--- src/rtl/instr_fetch_unit_if.sv ---
// instr_fetch_unit_if: redirect input, imem request/response channel and decode handshake
interface instr_fetch_unit_if;
    logic        redirect_valid;
    logic [31:0] redirect_pc;
    logic        imem_req_valid;
    logic        imem_req_ready;
    logic [31:0] imem_req_addr;
    logic        imem_rsp_valid;
    logic [31:0] imem_rsp_data;
    logic        inst_valid;
    logic        inst_ready;
    logic [31:0] inst_data;
    logic [31:0] inst_pc;

    modport master (
        input  redirect_valid, redirect_pc, imem_req_ready, imem_rsp_valid, imem_rsp_data, inst_ready,
        output imem_req_valid, imem_req_addr, inst_valid, inst_data, inst_pc
    );

    modport slave (
        output redirect_valid, redirect_pc, imem_req_ready, imem_rsp_valid, imem_rsp_data, inst_ready,
        input  imem_req_valid, imem_req_addr, inst_valid, inst_data, inst_pc
    );
endinterface

--- src/rtl/instr_fetch_unit.sv ---
// instr_fetch_unit: sequential word fetch into an in-order queue with redirect flush.
module instr_fetch_unit #(
    parameter logic [31:0] RESET_PC = 32'h0000_0000,
    parameter int          QDEPTH   = 4
) (
    input logic                clk,
    input logic                rst,
    instr_fetch_unit_if.master bus
);
    localparam int AW = $clog2(QDEPTH);
    localparam int CW = $clog2(QDEPTH + 1);
    localparam int DW = 8;

    logic [31:0]     fetch_pc_q, fetch_pc_d;
    logic [31:0]     pc_q [QDEPTH];
    logic [31:0]     pc_d [QDEPTH];
    logic [31:0]     data_q [QDEPTH];
    logic [31:0]     data_d [QDEPTH];
    logic [QDEPTH-1:0] filled_q, filled_d;
    logic [AW-1:0]   head_q, head_d, alloc_q, alloc_d, fill_q, fill_d;
    logic [CW-1:0]   alloc_cnt_q, alloc_cnt_d, n_filled;
    logic [DW-1:0]   drop_cnt_q, drop_cnt_d;
    logic            req_valid, acc, pop;

    assign req_valid          = !rst && !bus.redirect_valid && (alloc_cnt_q < CW'(QDEPTH));
    assign acc                = req_valid && bus.imem_req_ready;
    assign pop                = filled_q[head_q] && bus.inst_ready;
    assign bus.imem_req_valid = req_valid;
    assign bus.imem_req_addr  = fetch_pc_q;
    assign bus.inst_valid     = filled_q[head_q];
    assign bus.inst_data      = data_q[head_q];
    assign bus.inst_pc        = pc_q[head_q];

    always_comb begin
        fetch_pc_d  = fetch_pc_q;
        pc_d        = pc_q;
        data_d      = data_q;
        filled_d    = filled_q;
        head_d      = head_q;
        alloc_d     = alloc_q;
        fill_d      = fill_q;
        alloc_cnt_d = alloc_cnt_q;
        drop_cnt_d  = drop_cnt_q;
        n_filled    = '0;
        for (int i = 0; i < QDEPTH; i++) n_filled = n_filled + CW'(filled_q[i]);
        if (bus.redirect_valid) begin
            filled_d    = '0;
            head_d      = '0;
            alloc_d     = '0;
            fill_d      = '0;
            alloc_cnt_d = '0;
            fetch_pc_d  = {bus.redirect_pc[31:2], 2'b00};
            // every request still owed a response is dropped, minus the one arriving now
            drop_cnt_d  = drop_cnt_q + DW'(alloc_cnt_q - n_filled) - DW'(bus.imem_rsp_valid);
        end else begin
            if (pop) begin
                filled_d[head_q] = 1'b0;
                head_d           = head_q + AW'(1);
            end
            if (acc) begin
                pc_d[alloc_q]     = fetch_pc_q;
                filled_d[alloc_q] = 1'b0;
                alloc_d           = alloc_q + AW'(1);
                fetch_pc_d        = fetch_pc_q + 32'd4;
            end
            if (bus.imem_rsp_valid) begin
                if (drop_cnt_q != '0) begin
                    drop_cnt_d = drop_cnt_q - DW'(1);
                end else begin
                    data_d[fill_q]   = bus.imem_rsp_data;
                    filled_d[fill_q] = 1'b1;
                    fill_d           = fill_q + AW'(1);
                end
            end
            alloc_cnt_d = alloc_cnt_q + CW'(acc) - CW'(pop);
        end
    end

    always_ff @(posedge clk or posedge rst) begin
        if (rst) begin
            fetch_pc_q  <= RESET_PC;
            pc_q        <= '{default: '0};
            data_q      <= '{default: '0};
            filled_q    <= '0;
            head_q      <= '0;
            alloc_q     <= '0;
            fill_q      <= '0;
            alloc_cnt_q <= '0;
            drop_cnt_q  <= '0;
        end else begin
            fetch_pc_q  <= fetch_pc_d;
            pc_q        <= pc_d;
            data_q      <= data_d;
            filled_q    <= filled_d;
            head_q      <= head_d;
            alloc_q     <= alloc_d;
            fill_q      <= fill_d;
            alloc_cnt_q <= alloc_cnt_d;
            drop_cnt_q  <= drop_cnt_d;
        end
    end
endmodule

--- src/flat_wrapper.sv ---
// flat-port wrapper written by rule: the top's interface ports become plain ports
module instr_fetch_unit_flat 
#(
    parameter logic [31:0] RESET_PC = 32'h0000_0000,
    parameter int          QDEPTH   = 4
)
  (clk, rst, bus_redirect_valid, bus_redirect_pc, bus_imem_req_ready, bus_imem_rsp_valid, bus_imem_rsp_data, bus_inst_ready, bus_imem_req_valid, bus_imem_req_addr, bus_inst_valid, bus_inst_data, bus_inst_pc);
  instr_fetch_unit_if bus_i ();
  input logic clk;
  input logic rst;
  input wire logic [$bits(bus_i.redirect_valid)-1:0] bus_redirect_valid;
  input wire logic [$bits(bus_i.redirect_pc)-1:0] bus_redirect_pc;
  input wire logic [$bits(bus_i.imem_req_ready)-1:0] bus_imem_req_ready;
  input wire logic [$bits(bus_i.imem_rsp_valid)-1:0] bus_imem_rsp_valid;
  input wire logic [$bits(bus_i.imem_rsp_data)-1:0] bus_imem_rsp_data;
  input wire logic [$bits(bus_i.inst_ready)-1:0] bus_inst_ready;
  output wire logic [$bits(bus_i.imem_req_valid)-1:0] bus_imem_req_valid;
  output wire logic [$bits(bus_i.imem_req_addr)-1:0] bus_imem_req_addr;
  output wire logic [$bits(bus_i.inst_valid)-1:0] bus_inst_valid;
  output wire logic [$bits(bus_i.inst_data)-1:0] bus_inst_data;
  output wire logic [$bits(bus_i.inst_pc)-1:0] bus_inst_pc;
  assign bus_i.redirect_valid = bus_redirect_valid;
  assign bus_i.redirect_pc = bus_redirect_pc;
  assign bus_i.imem_req_ready = bus_imem_req_ready;
  assign bus_i.imem_rsp_valid = bus_imem_rsp_valid;
  assign bus_i.imem_rsp_data = bus_imem_rsp_data;
  assign bus_i.inst_ready = bus_inst_ready;
  assign bus_imem_req_valid = bus_i.imem_req_valid;
  assign bus_imem_req_addr = bus_i.imem_req_addr;
  assign bus_inst_valid = bus_i.inst_valid;
  assign bus_inst_data = bus_i.inst_data;
  assign bus_inst_pc = bus_i.inst_pc;
  instr_fetch_unit #(.RESET_PC(RESET_PC), .QDEPTH(QDEPTH)) u_core (.clk(clk), .rst(rst), .bus(bus_i));
endmodule
--- config.mk ---
export PLATFORM = sky130hd
export DESIGN_NAME = instr_fetch_unit_flat
export DESIGN_NICKNAME = d
export VERILOG_FILES = /design/src/rtl/instr_fetch_unit_if.sv /design/src/rtl/instr_fetch_unit.sv /design/src/flat_wrapper.sv
export SDC_FILE = /design/constraint.sdc
export NUM_CORES = 1
export LEC_CHECK = 0
export ABC_AREA = 1
export ABC_CLOCK_PERIOD_IN_PS = 19200
export CAP_MARGIN = 15
export CORE_ASPECT_RATIO = 0.8
export CORE_MARGIN = 2
export CORE_UTILIZATION = 55
export CTS_CLUSTER_SIZE = 28
export DETAILED_ROUTE_END_ITERATION = 16
export HOLD_SLACK_MARGIN = 0.06
export PLACE_DENSITY = 0.78
export SLEW_MARGIN = 20
export SYNTH_ARGS = -nofsm -noshare
export SYNTH_HDL_FRONTEND = slang
export SYNTH_SLANG_ARGS = --single-unit
--- constraint.sdc ---
create_clock -name clk -period 19.2 [get_ports clk]
set_clock_uncertainty 0.1 [all_clocks]
set_input_delay 4.8 -clock clk [delete_from_list [all_inputs] [get_ports clk]]
set_output_delay 4.8 -clock clk [all_outputs]
set_load 0.02 [all_outputs]
==> metrics <==
RR Startpoint=u_core.head_q[0]; final cell count without fillers=2,322; Yosys top cell area share=49.8%; FF-to-FF setup slack=14.92 ns; CTS tree=yes; Worst EP required=14.30 ns; Synth Register Bits=299; most frequent cell after synthesis=nand2_1; most used cell along the critical path=clkdlybuf4s50_1; ys flop type=dfrtp_1; Syn Std Cell Area=15,000 µm²; Slew HR=36.5%; Cells after Synth=1,836; sequential fraction of the synthesis area=49.8%; Total GRT Usage=27.2%; leakage power=8.37 nW; DRC=0; Worst R2R End=u_core.alloc_cnt_q[2]; GRT Residual Overflow=0; synth cell count leaders=457 x nand2_1, 299 x dfrtp_1, 273 x o21ai_0, 189 x nor2_1, 147 x inv_1; Die X-Extent=189 µm; R2R cell count=14; final cycle utilization of the critical path=60.9%; Post-synth EDFFs=0; post-cts gate resize count=0; WHS Path Cells=2; post-CTS setup buffers=0; crit path DAT=6.80 ns; minimum clock period=11.70 ns; Final WS setup=7.50 ns; dominant cells by area after synthesis=dfrtp_1 50%, nand2_1 11%, o21ai_0 9.1%; Port Buf Inserts=161; CTS Buf Count=30; sw frac=32.8%; initial core utilization=55.6%; cts hold-fix bufs=0; Int Power=1.30 mW; area leader, netlist=dfrtp_1; Netlist cell types=37; FMAX=85.5 MHz; CTS clk-pin slew, worst paths=0.06 ns; net switching power=635 µW; CP peak stage delay=0.60 ns; Max Root-Sink Buffers=3; vias in the first global route=12,400; Ports=168; Gate power share=28.2%; critical path capture point type=output port; Pwr per Cell Area=110 nW/µm²; Setup Total Neg Slack=0 ns; CORE AREA=27,000 µm²; FILL cells=2,271; Clock Root Buffer=clkbuf_16; drt via density=5.62; NumNets Final=2,043; clock share of power=31.4%; number of clock sinks=299; Slew Viols, Final=0; RSZ-0062 raised after global routing=false; antenna viol nets, final=0; initial drt markers=1,166; Worst Tran Pin Value=0.950 ns; Skew-Pair Late Insertion Delay=0.57 ns; Critical Path Start=rst; YS warnings=0; total power=1.94 mW; via count=13,100; post-DP HPWL=24,300 µm; drt wl/cell=16.8 µm; CP endpoint=bus_imem_req_valid; Mean Syn Cell Area=8.18 µm²; Worst Setup Path Type=in2out; peak supply drop=0.0000785 V; antenna violations before repair=0; status=complete, no violations; row count=54; CP max stage cell=clkdlybuf4s50_1; Seq pwr share=40.4%; worst hold path type=reg2reg; crit-path cells=clkdlybuf4s50_1 > inv_8 > nand3_2 > inv_1 > clkdlybuf4s50_1; Routed WL=39,000 µm; endpoints failing hold=0; ys async rst share=100%; max-cap viol count=0; RD Place Congestion=0.932; setup violators final=0; FF/Latch Area=7490 µm²; n_diodes=0; Worst Setup Start Kind=input port; first-pass iteration count of the detailed router=6; largest net degree at the start of global routing=98; Die Ht=152 µm; share of layout cells above drive strength 1=7.35%; die area=28,600 µm²; crit path max fanout=97; Place WS=7.50 ns; multi-input logic area=6350 µm²; Placed Cells=2,266; global-route wire length before repair=63,300 µm; synth-to-layout area growth=17.3%; H-tree depth=1
## cell usage in the layout (no fill, tap or decap), types with 2 or more instances in the layout
master	Yosys	final
nand2_1	457	457
dfrtp_1	299	297
o21ai_0	273	273
nor2_1	189	189
clkdlybuf4s50_1	0	160
inv_1	147	144
o21ai_1	83	83
o22ai_1	62	62
o21ai_2	49	49
nand3_1	44	44
ha_1	35	35
clkbuf_16	0	30
buf_4	5	14
xor2_1	11	11
a21oi_1	9	9
nand4_1	9	9
o211ai_1	9	9
nand2_2	9	7
clkinv_2	0	7
clkbuf_8	0	7
nor3_1	6	6
inv_2	4	5
clkinvlp_4	0	5
fa_1	4	4
conb_1	1	4
o221ai_1	3	3
o21bai_1	3	3
bufinv_16	0	3
clkbuf_1	64	3
nand3_2	2	2
nor2_2	2	2
nor2_4	2	2
xnor2_1	2	2
nand3b_1	2	2
mux2_1	2	2
nand2_4	0	2
mux2_2	2	2
## layout make-up
| class | instances | share of cell area [%] |
|---|---|---|
| inverter | 151 | 3.27 |
| tap | 364 | 2.58 |
| sequential | 299 | 42.5 |
| timing repair buffer | 175 | 9.71 |
| clock buffer | 40 | 4.87 |
| multi-input combinational | 1277 | 36.0 |
| clock inverter | 16 | 1.04 |
## power by group through the flow
stage	logic (mW)	clock network [mW]	registers [mW]
after floorplan	0.350	0	0.783
after global placement	0.527	0	0.786
after detailed placement	0.542	0	0.789
after CTS	0.548	0.614	0.779
after global routing	0.607	0.638	0.792
final	0.545	0.609	0.782
## worst min-delay path by stage
stage | startpoint | endpoint | slack [ns]
4_1_cts | u_core.data_q[92] | u_core.data_q[92] | 0.38
3_3_place_gp | u_core.data_q[75] | u_core.data_q[75] | 0.36
5_1_grt | u_core.data_q[86] | u_core.data_q[86] | 0.39
2_1_floorplan | u_core.pc_q[34] | u_core.pc_q[34] | 0.35
6_report | u_core.data_q[95] | u_core.data_q[95] | 0.38
3_5_place_dp | u_core.data_q[94] | u_core.data_q[94] | 0.36
## state kept, by name, summed over array words and instances, names as in the netlist, 3 cells and up
register	cells
u_core.alloc_cnt_q	3
u_core.drop_cnt_q	8
u_core.pc_q	120
u_core.data_q	128
u_core.filled_q	4
u_core.bus.imem_req_addr	30
## worst max-delay path, delay by kind of cell
family        cells  cell delay [ns]
buf+inv           4             1.66
simple gates      1             0.24
## metrics by stage
stage / utilization, % / hold slack [ns] / area (µm²)
3_3_place_gp: 61.3 / 0.358 / 16600
4_1_cts: 65.2 / 0.379 / 17600
3_5_place_dp: 61.3 / 0.362 / 16600
6_report: 65.2 / 0.378 / 17600
5_1_grt: 65.2 / 0.392 / 17600
2_1_floorplan: - / 0.348 / 15000
## layer usage
layer / vias to the layer above / share of wire (%) / GRT usage (%)
li1: 6206 / - / -
met2: 459 / 47 / 45.0
met1: 6330 / 45 / 38.3
met4: 0 / 1.9 / 6.17
met3: 60 / 6.6 / 4.17
met5: - / 0 / 0
## cells by family after synthesis
family | Yosys count | synth area share [%]
adders and majority gates | 39 | 3.45
muxes | 4 | 0.300
DFF | 299 | 49.8
and+or+nand+nor | 723 | 19.1
other | 1 | 0.0250
AOI/OAI and AO/OA | 494 | 18.5
xor gates and xnor gates | 13 | 0.758
buffers and inverters | 263 | 8.04
Power figures use the tool's default switching activity.
